<file path="config.mk">
export PLATFORM = sky130hd
export DESIGN_NAME = lif_timestep_sequencer_flat
export DESIGN_NICKNAME = d
export VERILOG_FILES = /design/src/rtl/lif_timestep_sequencer_if.sv /design/src/rtl/lif_timestep_sequencer.sv /design/src/flat_wrapper.sv
export SDC_FILE = /design/constraint.sdc
export NUM_CORES = 1
export LEC_CHECK = 0
export BUFFER_PORTS_ARGS = -buffer_cell sky130_fd_sc_hd__buf_2
export CORE_ASPECT_RATIO = 0.9
export CORE_UTILIZATION = 45
export CTS_CLUSTER_DIAMETER = 60
export DETAILED_ROUTE_END_ITERATION = 10
export GPL_TIMING_DRIVEN = 0
export PLACE_DENSITY = 0.66
export SYNTH_ARGS = -nofsm -noshare
export SYNTH_HDL_FRONTEND = slang
export SYNTH_SLANG_ARGS = --single-unit
</file>
<file path="constraint.sdc">
create_clock -name clk -period 6 [get_ports clk]
set_input_delay 0.9 -clock clk [delete_from_list [all_inputs] [get_ports clk]]
set_output_delay 0.9 -clock clk [all_outputs]
set_load 0.005 [all_outputs]
</file>
<file path="src/rtl/lif_timestep_sequencer_if.sv">
// Bundle of the handshake, SRAM and event signals of the LIF timestep sequencer.
// The sequencer connects through the master modport. The environment (input
// current source, membrane SRAM, spike consumer) connects through slave.
// With LIF_SPIKE_COUNT_EN defined, the bundle also carries spike_count.
interface lif_timestep_sequencer_if #(
  parameter int WIDTH = 32,
  parameter int DEPTH = 256
) ();
  localparam int AW = $clog2(DEPTH);
  localparam int CW = $clog2(DEPTH + 1);

  logic                    start;
  logic                    in_valid;
  logic signed [WIDTH-1:0] in_current;
  logic                    in_ready;
  logic                    mem_we;
  logic [AW-1:0]           mem_addr;
  logic signed [WIDTH-1:0] mem_wdata;
  logic signed [WIDTH-1:0] mem_rdata;
  logic                    spike_valid;
  logic [AW-1:0]           spike_addr;
  logic                    busy;
  logic                    done;
`ifdef LIF_SPIKE_COUNT_EN
  logic [CW-1:0]           spike_count;

  modport master (
    input  start, in_valid, in_current, mem_rdata,
    output in_ready, mem_we, mem_addr, mem_wdata,
    output spike_valid, spike_addr, busy, done, spike_count
  );

  modport slave (
    output start, in_valid, in_current, mem_rdata,
    input  in_ready, mem_we, mem_addr, mem_wdata,
    input  spike_valid, spike_addr, busy, done, spike_count
  );
`else
  modport master (
    input  start, in_valid, in_current, mem_rdata,
    output in_ready, mem_we, mem_addr, mem_wdata,
    output spike_valid, spike_addr, busy, done
  );

  modport slave (
    output start, in_valid, in_current, mem_rdata,
    input  in_ready, mem_we, mem_addr, mem_wdata,
    input  spike_valid, spike_addr, busy, done
  );
`endif
endinterface

</file>
<file path="src/rtl/lif_timestep_sequencer.sv">
// LIF timestep sequencer. On each start, it sweeps neurons 0..DEPTH-1 through
// READ -> CALC -> WRITE. For each neuron it applies v - (v >>> LEAK_SHIFT) + I
// with saturation, thresholds the result, writes it back to the membrane SRAM,
// and flags a spike.
// Optional: define LIF_SPIKE_COUNT_EN to add a per-sweep spike_count output.
module lif_timestep_sequencer #(
  parameter int                      WIDTH           = 32,
  parameter int                      DEPTH           = 256,
  parameter logic signed [WIDTH-1:0] THRESHOLD       = 1000,
  parameter int                      LEAK_SHIFT      = 4,
  parameter logic signed [WIDTH-1:0] RESET_POTENTIAL = 0
) (
  input  logic                          clk,
  input  logic                          reset,
  lif_timestep_sequencer_if.master      bus
);
  localparam int AW = $clog2(DEPTH);
  localparam int EW = WIDTH + 2;
  localparam logic [AW-1:0]           LAST = AW'(DEPTH - 1);
  localparam logic signed [WIDTH-1:0] VMAX = {1'b0, {(WIDTH-1){1'b1}}};
  localparam logic signed [WIDTH-1:0] VMIN = {1'b1, {(WIDTH-1){1'b0}}};

  typedef enum logic [2:0] {S_IDLE, S_READ, S_CALC, S_WRITE, S_DONE} state_t;

  state_t                  state_q;
  logic [AW-1:0]           cnt_q;
  logic                    in_ready_q;
  logic                    mem_we_q;
  logic [AW-1:0]           mem_addr_q;
  logic signed [WIDTH-1:0] mem_wdata_q;
  logic                    spike_valid_q;
  logic [AW-1:0]           spike_addr_q;
  logic                    busy_q;
  logic                    done_q;
`ifdef LIF_SPIKE_COUNT_EN
  localparam int CW = $clog2(DEPTH + 1);
  logic [CW-1:0]           spike_cnt_q;
`endif

  logic signed [WIDTH-1:0] v_new_d;
  logic                    spike_d;

  // Membrane update in WIDTH+2 bits. The leak uses an arithmetic shift, so
  // negative potentials decay toward zero from below.
  function automatic logic signed [EW-1:0] leak_update(
    input logic signed [WIDTH-1:0] v,
    input logic signed [WIDTH-1:0] cur
  );
    logic signed [EW-1:0] ve;
    logic signed [EW-1:0] le;
    logic signed [EW-1:0] ce;
    ve = EW'(v);
    le = EW'(v >>> LEAK_SHIFT);
    ce = EW'(cur);
    return ve - le + ce;
  endfunction

  // Clamp to the signed WIDTH range. The value fits only when the top
  // three bits all equal the sign bit.
  function automatic logic signed [WIDTH-1:0] sat_w(input logic signed [EW-1:0] x);
    if (x[EW-1:WIDTH-1] == {3{x[EW-1]}}) begin
      return x[WIDTH-1:0];
    end else if (x[EW-1]) begin
      return VMIN;
    end else begin
      return VMAX;
    end
  endfunction

  // New potential and spike decision, from the registered SRAM word and the offered current
  always_comb begin
    v_new_d = sat_w(leak_update(bus.mem_rdata, bus.in_current));
    spike_d = (v_new_d >= THRESHOLD);
  end

  // Sweep FSM. Every output is a register that is loaded on the transition into the state that shows it.
  always_ff @(posedge clk or posedge reset) begin
    if (reset) begin
      state_q       <= S_IDLE;
      cnt_q         <= '0;
      in_ready_q    <= 1'b0;
      mem_we_q      <= 1'b0;
      mem_addr_q    <= '0;
      mem_wdata_q   <= '0;
      spike_valid_q <= 1'b0;
      spike_addr_q  <= '0;
      busy_q        <= 1'b0;
      done_q        <= 1'b0;
`ifdef LIF_SPIKE_COUNT_EN
      spike_cnt_q   <= '0;
`endif
    end else begin
      done_q        <= 1'b0;
      spike_valid_q <= 1'b0;
      case (state_q)
        S_IDLE: begin
          if (bus.start) begin
            state_q    <= S_READ;
            cnt_q      <= '0;
            mem_addr_q <= '0;
            busy_q     <= 1'b1;
`ifdef LIF_SPIKE_COUNT_EN
            spike_cnt_q <= '0;
`endif
          end
        end
        // The SRAM captures memory[mem_addr] at the end of READ; its word is valid throughout CALC
        S_READ: begin
          state_q    <= S_CALC;
          in_ready_q <= 1'b1;
        end
        S_CALC: begin
          if (bus.in_valid && in_ready_q) begin
            state_q       <= S_WRITE;
            in_ready_q    <= 1'b0;
            mem_we_q      <= 1'b1;
            mem_wdata_q   <= spike_d ? RESET_POTENTIAL : v_new_d;
            spike_valid_q <= spike_d;
            spike_addr_q  <= cnt_q;
          end
        end
        S_WRITE: begin
          mem_we_q <= 1'b0;
`ifdef LIF_SPIKE_COUNT_EN
          if (spike_valid_q) begin
            spike_cnt_q <= spike_cnt_q + 1'b1;
          end
`endif
          if (cnt_q == LAST) begin
            state_q <= S_DONE;
            done_q  <= 1'b1;
          end else begin
            state_q    <= S_READ;
            cnt_q      <= cnt_q + 1'b1;
            mem_addr_q <= cnt_q + 1'b1;
          end
        end
        S_DONE: begin
          state_q <= S_IDLE;
          busy_q  <= 1'b0;
        end
        default: begin
          state_q <= S_IDLE;
        end
      endcase
    end
  end

  assign bus.in_ready    = in_ready_q;
  assign bus.mem_we      = mem_we_q;
  assign bus.mem_addr    = mem_addr_q;
  assign bus.mem_wdata   = mem_wdata_q;
  assign bus.spike_valid = spike_valid_q;
  assign bus.spike_addr  = spike_addr_q;
  assign bus.busy        = busy_q;
  assign bus.done        = done_q;
`ifdef LIF_SPIKE_COUNT_EN
  assign bus.spike_count = spike_cnt_q;
`endif

endmodule

</file>
<file path="src/flat_wrapper.sv">
// flat-port wrapper written by rule: the top's interface ports become plain ports
module lif_timestep_sequencer_flat 
#(
  parameter int                      WIDTH           = 32,
  parameter int                      DEPTH           = 256,
  parameter logic signed [WIDTH-1:0] THRESHOLD       = 1000,
  parameter int                      LEAK_SHIFT      = 4,
  parameter logic signed [WIDTH-1:0] RESET_POTENTIAL = 0
)
  (clk, reset, bus_start, bus_in_valid, bus_in_current, bus_mem_rdata, bus_in_ready, bus_mem_we, bus_mem_addr, bus_mem_wdata, bus_spike_valid, bus_spike_addr, bus_busy, bus_done);
  lif_timestep_sequencer_if #(.WIDTH(WIDTH), .DEPTH(DEPTH)) bus_i ();
  input  logic clk;
  input  logic reset;
  input wire logic [$bits(bus_i.start)-1:0] bus_start;
  input wire logic [$bits(bus_i.in_valid)-1:0] bus_in_valid;
  input wire logic [$bits(bus_i.in_current)-1:0] bus_in_current;
  input wire logic [$bits(bus_i.mem_rdata)-1:0] bus_mem_rdata;
  output wire logic [$bits(bus_i.in_ready)-1:0] bus_in_ready;
  output wire logic [$bits(bus_i.mem_we)-1:0] bus_mem_we;
  output wire logic [$bits(bus_i.mem_addr)-1:0] bus_mem_addr;
  output wire logic [$bits(bus_i.mem_wdata)-1:0] bus_mem_wdata;
  output wire logic [$bits(bus_i.spike_valid)-1:0] bus_spike_valid;
  output wire logic [$bits(bus_i.spike_addr)-1:0] bus_spike_addr;
  output wire logic [$bits(bus_i.busy)-1:0] bus_busy;
  output wire logic [$bits(bus_i.done)-1:0] bus_done;
  assign bus_i.start = bus_start;
  assign bus_i.in_valid = bus_in_valid;
  assign bus_i.in_current = bus_in_current;
  assign bus_i.mem_rdata = bus_mem_rdata;
  assign bus_in_ready = bus_i.in_ready;
  assign bus_mem_we = bus_i.mem_we;
  assign bus_mem_addr = bus_i.mem_addr;
  assign bus_mem_wdata = bus_i.mem_wdata;
  assign bus_spike_valid = bus_i.spike_valid;
  assign bus_spike_addr = bus_i.spike_addr;
  assign bus_busy = bus_i.busy;
  assign bus_done = bus_i.done;
  lif_timestep_sequencer #(.WIDTH(WIDTH), .DEPTH(DEPTH), .THRESHOLD(THRESHOLD), .LEAK_SHIFT(LEAK_SHIFT), .RESET_POTENTIAL(RESET_POTENTIAL)) u_core (.clk(clk), .reset(reset), .bus(bus_i));
endmodule
</file>
==> flow_summary.yaml, run 1 <==
yosys:
  synth_cells: 750
  synth_top_flop_cell: "dfrtp_1"
  syn-num-nets: 883
  avgSynthCellArea_um2: 7.77
  synthDistinctLibCells: 64
  yosysSeqAreaShare_pct: 24.0
  async_flop_share_pct: 100
  synth_seq_cells: 56
  syn_area_um2: 5830
  synth_warnings: 0
  synth_edf_count: 0
detailed_routing:
  drtIter0Drc: 355
  postRouteWirelength_um: 14600
  ant_nets: 0
  num_vias: 5586
  dr.pass1.iters: 8
  drc_errors: 2
  wire_per_inst_um: 14.0
  viasPerCell: 5.36
timing:
  fmax_mhz: 199
  layout_min_cycle_time_ns: 5.02
  finalHoldViolCount: 0
  fin_ws_ns: 0.980
  tightestPinTransition_ns: 0.958
  drv_slew: 0
  skew_ns: 0.00910
  hold_ws_ns: 0.480
  fin_tns_setup_ns: 0
  rsz0062_at_grt: "no"
  slew_headroom_pct: 35.6
  period_share_pct: 83.7
  setup_viol: 0
critical_path:
  cp_max_fo: 10
  cpPeakStageDelay_ns: 0.81
  cp_top_family: "compound AO/OA/AOI/OAI gates"
  path_common_cell: "inv_1"
  worst-path-buf-inv: 4
  reg2reg_from: "u_core.state_q[1]"
  crit_path_end_kind: "flop"
  path_cells: "buf_2 -> inv_1 -> fa_1 -> inv_1 -> ha_1 -> nand2_1 -> o31ai_1 -> o2111ai_1 -> a311oi_1 -> o21ai_0 -> a21oi_1 -> nand4b_1 -> or4_4 -> buf_6 -> a211oi_1"
  crit_start: "bus_mem_rdata[4]"
  cp_slowest_cell: "o31ai_1"
  path_class: "primary input to flop"
  cp-start-kind: "primary input"
  worst-r2r-setup-slack_ns: 3.15
  critical_path_required_ns: 6.19
  cp_data_arrival_time_ns: 5.21
clock_network:
  worstSkewPairLatency_ns: 0.29
  cts_setup_buffers: 0
  cts.sinks: 56
  cts_hold_buf: 0
  root_buffer: "clkbuf_16"
  cts_tree: "built"
  max-clock-path-buffers: 2
  numCtsBuffers: 5
  htree_levels: 2
  cts_resized: 0
  clk_pin_slew_ns: 0.07
placed_design:
  io_buffers: 120
  post-place-ws_ns: 0.655
  dp_hpwl_um: 12200
  placed_area_um2: 6660
  place.gp.congestion: 0.893
die:
  num_rows: 39
  coreArea_um2: 12600
  die_y_um: 110
  start_util_pct: 46.1
  ios: 121
  dieWidth_um: 122
  die_area_um2: 13400
cells_and_area:
  drive_above_1_share_pct: 18.3
  diodes: 0
  finalInstanceArea_um2: 6830
  fin_nets: 1011
  seq_area_um2: 1400
  syn_to_final_growth_pct: 17.1
  mostFrequentLayoutCells: "inv_1 (133), buf_2 (124), nand2_1 (85)"
  multiInputGateArea_um2: 3790
  layout_commonest_cell: "inv_1"
  nFillCells: 1279
power_and_ir_drop:
  vdd_drop_max_mv: 0.169
  power.density_nw_per_um2: 325
  pwr-share-clk_pct: 15.1
  power.switching_w: 0.000968
  leakage_nw: 3.54
  power_frac_comb_pct: 57.0
  seqPwrFrac_pct: 27.9
  internal_power_w: 0.00125
  p_sw_share_pct: 43.6
hold_path:
  hold_path_class: "flop to flop"
  min_from: "u_core.bus.spike_addr[5]"
global_route:
  grt_antenna_before_repair: 0
  grt_pass1_vias: 5227
  gr-total-overflow: 0
  grt_pass1_wl_um: 24400
  grt_max_degree: 37
  grt_usage_pct: 22.6
run:
  cap_viol_max_count: 0
run_status:
  outcome: "finished, violations left"
  violations: "design-rule violations"
-- cell usage after synthesis, types with 5 or more instances --
cell type | instances | area share (%)
inv_1 | 134 | 8.6
a21o_1 | 8 | 1.0
fa_1 | 31 | 11
clkbuf_1 | 24 | 1.5
nor3_1 | 12 | 1.0
a31oi_1 | 8 | 0.86
o21bai_1 | 6 | 0.77
o22ai_1 | 9 | 0.97
nor2_1 | 61 | 3.9
o21ai_0 | 30 | 2.6
a211oi_2 | 6 | 1.3
a21oi_1 | 58 | 5.0
or3_1 | 7 | 0.75
xnor2_1 | 16 | 2.4
nand2_1 | 85 | 5.5
nand4_1 | 9 | 0.97
o31ai_1 | 7 | 0.90
ha_1 | 34 | 7.3
a211oi_1 | 20 | 2.6
nand2b_1 | 5 | 0.54
o21a_1 | 9 | 1.2
dfrtp_1 | 56 | 24
nand3_1 | 11 | 0.94
and3_1 | 9 | 0.97
o2111ai_1 | 6 | 0.90
xor2_1 | 13 | 2.0
-- cell type report --
type	count	area share, %
inverters	134	7.37
flip-flops and latches	56	20.5
multi-input cells	529	55.5
well taps	164	3.00
clock inverters	2	0.568
repair buffers	121	9.09
clock buffers	6	1.89
plain buffers	31	2.11
-- power groups by stage --
| stage | clock network (W) | logic, W | registers [W] |
|---|---|---|---|
| 2_1_floorplan | 0 | 0.000857 | 0.000621 |
| 3_3_place_gp | 0 | 0.00124 | 0.000625 |
| 3_5_place_dp | 0 | 0.00126 | 0.000629 |
| 4_1_cts | 0.000333 | 0.00127 | 0.000621 |
| 5_1_grt | 0.000347 | 0.00144 | 0.000641 |
| 6_report | 0.000335 | 0.00127 | 0.000620 |
-- routing by layer --
metal | wire (µm) | GRT usage (%) | up-vias
li1 | - | - | 2802
met1 | 7290 | 32.8 | 2614
met2 | 6490 | 37.1 | 160
met3 | 718 | 2.01 | 10
met4 | 116 | 3.35 | 0
met5 | 0 | 0 | -
-- final timing paths --
check / to / cells after the start
worst max-delay path: u_core.bus.mem_wdata[18] / 15
worst min-delay path: u_core.bus.spike_addr[5] / 2
worst max register to register: u_core.bus.mem_wdata[18] / 7
worst min register to register: u_core.bus.spike_addr[5] / 2
max in group asynchronous: u_core.cnt_q[5] / 3
min in group asynchronous: u_core.bus.busy / 2
-- state kept, by name, summed over array words and instances (netlist names) --
signal and cells:
u_core.bus.busy 1, u_core.bus.done 1, u_core.bus.in_ready 1, u_core.bus.mem_wdata 32, u_core.bus.mem_we 1, u_core.bus.spike_addr 8, u_core.bus.spike_valid 1, u_core.cnt_q 8
u_core.state_q 3
-- worst reg2reg max path, delay by kind of cell, from the launching register on --
kind / cells / cell delay (ns)
flops: 1 / 0.32
buf+inv: 3 / 0.94
simple gates: 3 / 1.29
compound gates: 1 / 0.16
-- per-stage QoR --
| stage | util, % | std cells | power [W] |
|---|---|---|---|
| after global routing | 54.0 | 1043 | 0.00243 |
| after global placement | 52.5 | 1034 | 0.00187 |
| after detailed placement | 52.7 | 1035 | 0.00189 |
| after floorplan | - | 750 | 0.00148 |
| after CTS | 54.0 | 1043 | 0.00222 |
| final | 54.0 | 1043 | 0.00222 |
-- kinds of logic after synthesis --
group	count (synthesis)	synth area share (%)
xor+xnor	29	4.36
simple gates	222	17.5
buf+inv	165	11.1
mux	5	0.923
compound gates	208	24.1
fa+ha+maj	65	17.9
flops	56	24.0
(Power assumes the default switching activity.)
==> inputs of run 2 (changes only) <==
--- a/config.mk
+++ b/config.mk
@@ -11,7 +11,7 @@
 export CTS_CLUSTER_DIAMETER = 60
 export DETAILED_ROUTE_END_ITERATION = 10
 export GPL_TIMING_DRIVEN = 0
-export PLACE_DENSITY = 0.66
+export PLACE_DENSITY = 0.68
 export SYNTH_ARGS = -nofsm -noshare
 export SYNTH_HDL_FRONTEND = slang
 export SYNTH_SLANG_ARGS = --single-unit
==> constraint.sdc (replaced) <==
create_clock -name clk -period 4.4 [get_ports clk]
set_input_delay 0.66 -clock clk [delete_from_list [all_inputs] [get_ports clk]]
set_output_delay 0.66 -clock clk [all_outputs]
set_load 0.005 [all_outputs]
==> flow_summary.yaml, run 2 (synthesized netlist as in run 1, its figures left out) <==
die:
  coreArea_um2: 12600
  die_y_um: 110
  start_util_pct: 46.1
  dieWidth_um: 122
  ios: 121
  die_area_um2: 13400
  num_rows: 39
power_and_ir_drop:
  pwr-share-clk_pct: 12.3
  leakage_nw: 3.72
  power.total_w: 0.00324
  internal_power_w: 0.00180
  power_frac_comb_pct: 61.6
  p_sw_share_pct: 44.4
  power.density_nw_per_um2: 436
  power.switching_w: 0.00144
  vdd_drop_max_mv: 0.185
  seqPwrFrac_pct: 26.1
placed_design:
  place.gp.congestion: 0.888
  io_buffers: 120
  dp_hpwl_um: 12100
  post-place-ws_ns: -0.659
cells_and_area:
  fin_nets: 1029
  mostFrequentLayoutCells: "inv_1 (129), buf_2 (117), nand2_1 (83)"
  seq_area_um2: 1400
  drive_above_1_share_pct: 27.8
  fin_util_pct: 58.9
  nFillCells: 1187
  syn_to_final_growth_pct: 27.7
  layout_commonest_cell: "inv_1"
  multiInputGateArea_um2: 4180
  largest_reg_flops: 32
  diodes: 0
critical_path:
  cpPeakStageDelay_ns: 0.63
  crit_path_end_kind: "flop"
  critical_path_required_ns: 4.60
  path_cells: "buf_2 -> inv_1 -> fa_1 -> inv_1 -> ha_2 -> a21oi_1 -> o21ai_1 -> or2_2 -> o211ai_1 -> o2111ai_2 -> a2111o_1 -> or4_4 -> or4_4 -> clkbuf_16 -> a211oi_2"
  path_class: "primary input to flop"
  cp_slowest_cell: "or4_4"
  cp_max_fo: 8
  cp-start-kind: "primary input"
  cp_data_arrival_time_ns: 4.69
global_route:
  grt_usage_pct: 23.3
  grt_max_degree: 38
  grt_antenna_before_repair: 0
  grt_pass1_vias: 5203
  gr-total-overflow: 0
  grt_pass1_wl_um: 25200
clock_network:
  cts_hold_buf: 0
  max-clock-path-buffers: 2
  cts_tree: "built"
  worstSkewPairLatency_ns: 0.30
  cts.sinks: 56
  root_buffer: "clkbuf_16"
  htree_levels: 2
  numCtsBuffers: 5
  clk_pin_slew_ns: 0.07
timing:
  slew_headroom_pct: 34.4
  fmax_mhz: 223
  rsz0062_at_grt: "yes"
  period_share_pct: 102
  tightestPinTransition_ns: 0.981
  fin_ws_ns: -0.0841
  drv_slew: 0
  layout_min_cycle_time_ns: 4.48
  skew_ns: 0.00571
  finalHoldViolCount: 0
  setup_viol: 23
detailed_routing:
  ant_nets: 0
  drc_errors: 2
  viasPerCell: 5.39
  dr.pass1.iters: 10
  num_vias: 5715
  postRouteWirelength_um: 15500
  wire_per_inst_um: 14.6
  drtIter0Drc: 408
run_status:
  outcome: "finished, violations left"
  violations: "design-rule violations, negative setup slack"
hold_path:
  hold_path_class: "primary input to async pin"
run:
  cap_viol_max_count: 0
==> run 2: changes by cell type in the layout (fill, tap and decap cells not counted), moves of 6 or more <==
cell,previous run,this run
clkbuf_1,25,16
buf_4,0,20
ha_4,0,6
a211oi_1,20,9
a21oi_1,58,48
o21ai_0,30,24
a21oi_4,0,6
ha_1,34,21
a211oi_2,6,16
buf_2,124,117
ha_2,0,7
==> run 2: routing by layer <==
metal | up-vias | global-route usage (%) | share of wire (%)
li1 | 2837 | - | -
met1 | 2690 | 34.3 | 49
met2 | 170 | 37.6 | 45
met3 | 18 | 2.01 | 4.7
met4 | 0 | 3.88 | 1.2
met5 | - | 0 | 0
==> run 2: area by class of cell <==
type / instances / share of cell area (%)
multi-input combinational: 529 / 56.2
sequential: 56 / 18.8
timing repair buffer: 142 / 11.2
inverter: 134 / 6.76
tap: 164 / 2.76
buffer: 28 / 2.34
clock buffer: 5 / 1.68
clock inverter: 3 / 0.286
==> run 2: timing repair <==
| item | 4_1_cts | 5_1_grt |
|---|---|---|
| endpoints found under the setup margin | 30 | 30 |
| cloned | 1 | 1 |
| setup buffers | 3 | 16 |
| endpoints found under the hold margin | 0 | 0 |
| pin swaps | 3 | 38 |
| gates resized for setup | 28 | 77 |
==> run 2: metrics by stage <==
stage / setup TNS (ns) / std cells / hold slack (ns) / cell area (µm²)
after detailed placement: -16.55 / 1035 / 0.459 / 6680
after CTS: 0 / 1045 / 0.377 / 6980
after global routing: -5.36 / 1061 / 0.398 / 7440
final: -0.791 / 1061 / 0.366 / 7440
after floorplan: 0 / 750 / 0.470 / 5850
after global placement: -16.52 / 1034 / 0.455 / 6660
==> run 2: critical path: cells and delay by family <==
kind	cells	cell delay, ns
AO/OA/AOI/OAI	6	1.42
buffers and inverters	4	0.42
adder cells (fa/ha/maj)	2	0.85
AND/OR/NAND/NOR	3	1.33
==> run 2: final timing paths <==
kind / end / depth (start not counted) / slack (ns) / startpoint
setup reg to reg: u_core.bus.spike_valid / 7 / 1.64 / u_core.state_q[1]
hold reg to reg: u_core.bus.mem_wdata[31] / 2 / 0.47 / u_core.bus.mem_wdata[31]
min in group clk: u_core.bus.mem_wdata[31] / 2 / 0.47 / u_core.bus.mem_wdata[31]
hold / removal: u_core.bus.spike_valid / 2 / 0.37 / reset
setup / recovery: u_core.bus.mem_wdata[21] / 15 / -0.08 / bus_mem_rdata[8]
max in group asynchronous: u_core.bus.spike_addr[4] / 3 / 3.49 / reset
==> run 2: power groups by stage <==
stage | clock network, W | logic, W | registers [W]
final | 0.000399 | 0.00200 | 0.000846
after detailed placement | 0 | 0.00173 | 0.000853
after global placement | 0 | 0.00171 | 0.000849
after global routing | 0.000425 | 0.00223 | 0.000869
after floorplan | 0 | 0.00118 | 0.000847
after CTS | 0.000401 | 0.00179 | 0.000843
==> inputs of run 3 (changes only) <==
--- a/config.mk
+++ b/config.mk
@@ -6,7 +6,9 @@
 export NUM_CORES = 1
 export LEC_CHECK = 0
 export BUFFER_PORTS_ARGS = -buffer_cell sky130_fd_sc_hd__buf_2
+export CAP_MARGIN = 20
 export CORE_ASPECT_RATIO = 0.9
+export CORE_MARGIN = 2
 export CORE_UTILIZATION = 45
 export CTS_CLUSTER_DIAMETER = 60
 export DETAILED_ROUTE_END_ITERATION = 10
==> flow_summary.yaml, run 3 (synthesized netlist as in run 1, its figures left out) <==
critical_path:
  path_cells: "buf_2 -> inv_1 -> fa_1 -> inv_1 -> ha_4 -> nand2_1 -> o31ai_4 -> buf_4 -> xnor2_1 -> nor4bb_1 -> a2111o_1 -> or4_4 -> or4_4 -> clkbuf_16 -> a211oi_2"
  cp_data_arrival_time_ns: 4.53
  reg2reg_from: "u_core.state_q[1]"
  critical_path_required_ns: 4.61
  crit_path_end_kind: "flop"
  r2r-end: "u_core.bus.mem_wdata[28]"
  cp_max_fo: 7
  cp_slowest_cell: "fa_1"
  worst-r2r-setup-slack_ns: 1.68
  cp_top_family: "simple AND/OR/NAND/NOR gates"
  reg2regPathDepth: 7
  cp-start-kind: "primary input"
  cpPeakStageDelay_ns: 0.54
  worst-path-buf-inv: 5
  path_class: "primary input to flop"
power_and_ir_drop:
  leakage_nw: 3.71
  vdd_drop_max_mv: 0.220
  power.density_nw_per_um2: 435
timing:
  setup_viol: 0
  skew_ns: 0.00673
  layout_min_cycle_time_ns: 4.32
  period_share_pct: 98.1
  tightestPinTransition_ns: 0.911
  fin_ws_ns: 0.0816
  slew_headroom_pct: 39.1
  fin_tns_setup_ns: 0
  finalHoldViolCount: 0
  fmax_mhz: 232
  drv_slew: 0
detailed_routing:
  viasPerCell: 5.40
  ant_nets: 0
  wire_per_inst_um: 14.9
  postRouteWirelength_um: 15800
  num_vias: 5714
  drtIter0Drc: 341
  dr.pass1.iters: 5
  drc_errors: 0
clock_network:
  worstSkewPairLatency_ns: 0.29
  root_buffer: "clkbuf_16"
  max-clock-path-buffers: 2
  clk_pin_slew_ns: 0.07
  numCtsBuffers: 5
  htree_levels: 2
  cts_tree: "built"
  cts.sinks: 56
run:
  cap_viol_max_count: 0
cells_and_area:
  largest_reg_flops: 32
  mostFrequentLayoutCells: "inv_1 (130), buf_2 (119), nand2_1 (83)"
  multiInputGateArea_um2: 4230
  finalInstanceArea_um2: 7460
  nFillCells: 1198
  diodes: 0
  seq_area_um2: 1400
  syn_to_final_growth_pct: 27.9
  fin_util_pct: 58.8
  fin_cells: 1059
  drive_above_1_share_pct: 27.7
  layout_commonest_cell: "inv_1"
  fin_nets: 1027
global_route:
  grt_antenna_before_repair: 0
  gr-total-overflow: 0
  grt_max_degree: 34
  grt_pass1_vias: 5350
  grt_usage_pct: 22.5
  grt_pass1_wl_um: 25400
die:
  die_area_um2: 13900
  num_rows: 39
  ios: 121
  dieWidth_um: 124
  coreArea_um2: 12700
  start_util_pct: 45.9
  die_y_um: 112
placed_design:
  placed_area_um2: 6680
  io_buffers: 120
  place.gp.congestion: 0.912
  post-place-ws_ns: -0.629
  dp_hpwl_um: 12300
  dp.cells: 1035
run_status:
  outcome: "completed"
hold_path:
  hold_path_class: "primary input to async pin"
[run 3: cell count changes in the layout (fill, tap and decap cells not counted), moves of 2 or more]
cell / before / now
buf_6: 7 / 4
ha_2: 7 / 4
nor4_1: 4 / 2
o21ai_0: 24 / 21
buf_12: 1 / 3
buf_2: 117 / 119
o21ai_1: 5 / 8
a211oi_2: 16 / 12
a211oi_1: 9 / 13
nor4_2: 0 / 2
ha_4: 6 / 9
[run 3: timing repair]
| action | 4_1_cts | 5_1_grt |
|---|---|---|
| hold buffers | 0 | 0 |
| resized for setup | 20 | 95 |
| setup endpoints to repair | 30 | 31 |
| buffers inserted | 3 | 14 |
| pin swaps | 3 | 18 |
| gates cloned | 0 | 1 |
[run 3: where the power goes]
| part | internal (W) | switching (W) |
|---|---|---|
| Sequential | 0.000714 | 0.000136 |
| Clock | 0.000212 | 0.000183 |
| Combinational | 0.000875 | 0.00112 |
[run 3: layout make-up]
cell class | count | area share (%)
plain buffers | 29 | 2.40
clock buffers | 5 | 1.68
clock inverters | 3 | 0.285
inverters | 134 | 6.75
multi-input cells | 529 | 56.7
flip-flops and latches | 56 | 18.8
well taps | 164 | 2.75
repair buffers | 139 | 10.6
[run 3: per-stage QoR]
stage	hold WS [ns]	power (W)
final	0.405	0.00325
after global routing	0.450	0.00352
after detailed placement	0.458	0.00259
after global placement	0.456	0.00255
after CTS	0.414	0.00303
after floorplan	0.470	0.00202
[run 3: how the worst max path moves through the flow]
stage / to / start / slack [ns] / cells past startpoint
6_report: u_core.bus.mem_wdata[13] / bus_mem_rdata[4] / 0.08 / 15
5_1_grt: u_core.bus.mem_wdata[28] / bus_mem_rdata[29] / -0.04 / 15
4_1_cts: u_core.bus.mem_wdata[12] / bus_mem_rdata[11] / -0.02 / 16
3_5_place_dp: u_core.bus.mem_wdata[13] / bus_mem_rdata[4] / -0.63 / 15
3_3_place_gp: u_core.bus.mem_wdata[13] / bus_mem_rdata[4] / -0.56 / 15
2_1_floorplan: u_core.bus.mem_wdata[10] / bus_mem_rdata[13] / 0.008 / 14
[run 3: layer usage]
layer | global-route usage, % | wire (µm) | up-vias
met5 | 0 | 0 | -
met4 | 3.82 | 136 | 0
met3 | 2.36 | 672 | 10
met2 | 35.1 | 7200 | 150
met1 | 34.0 | 7810 | 2713
li1 | - | - | 2841
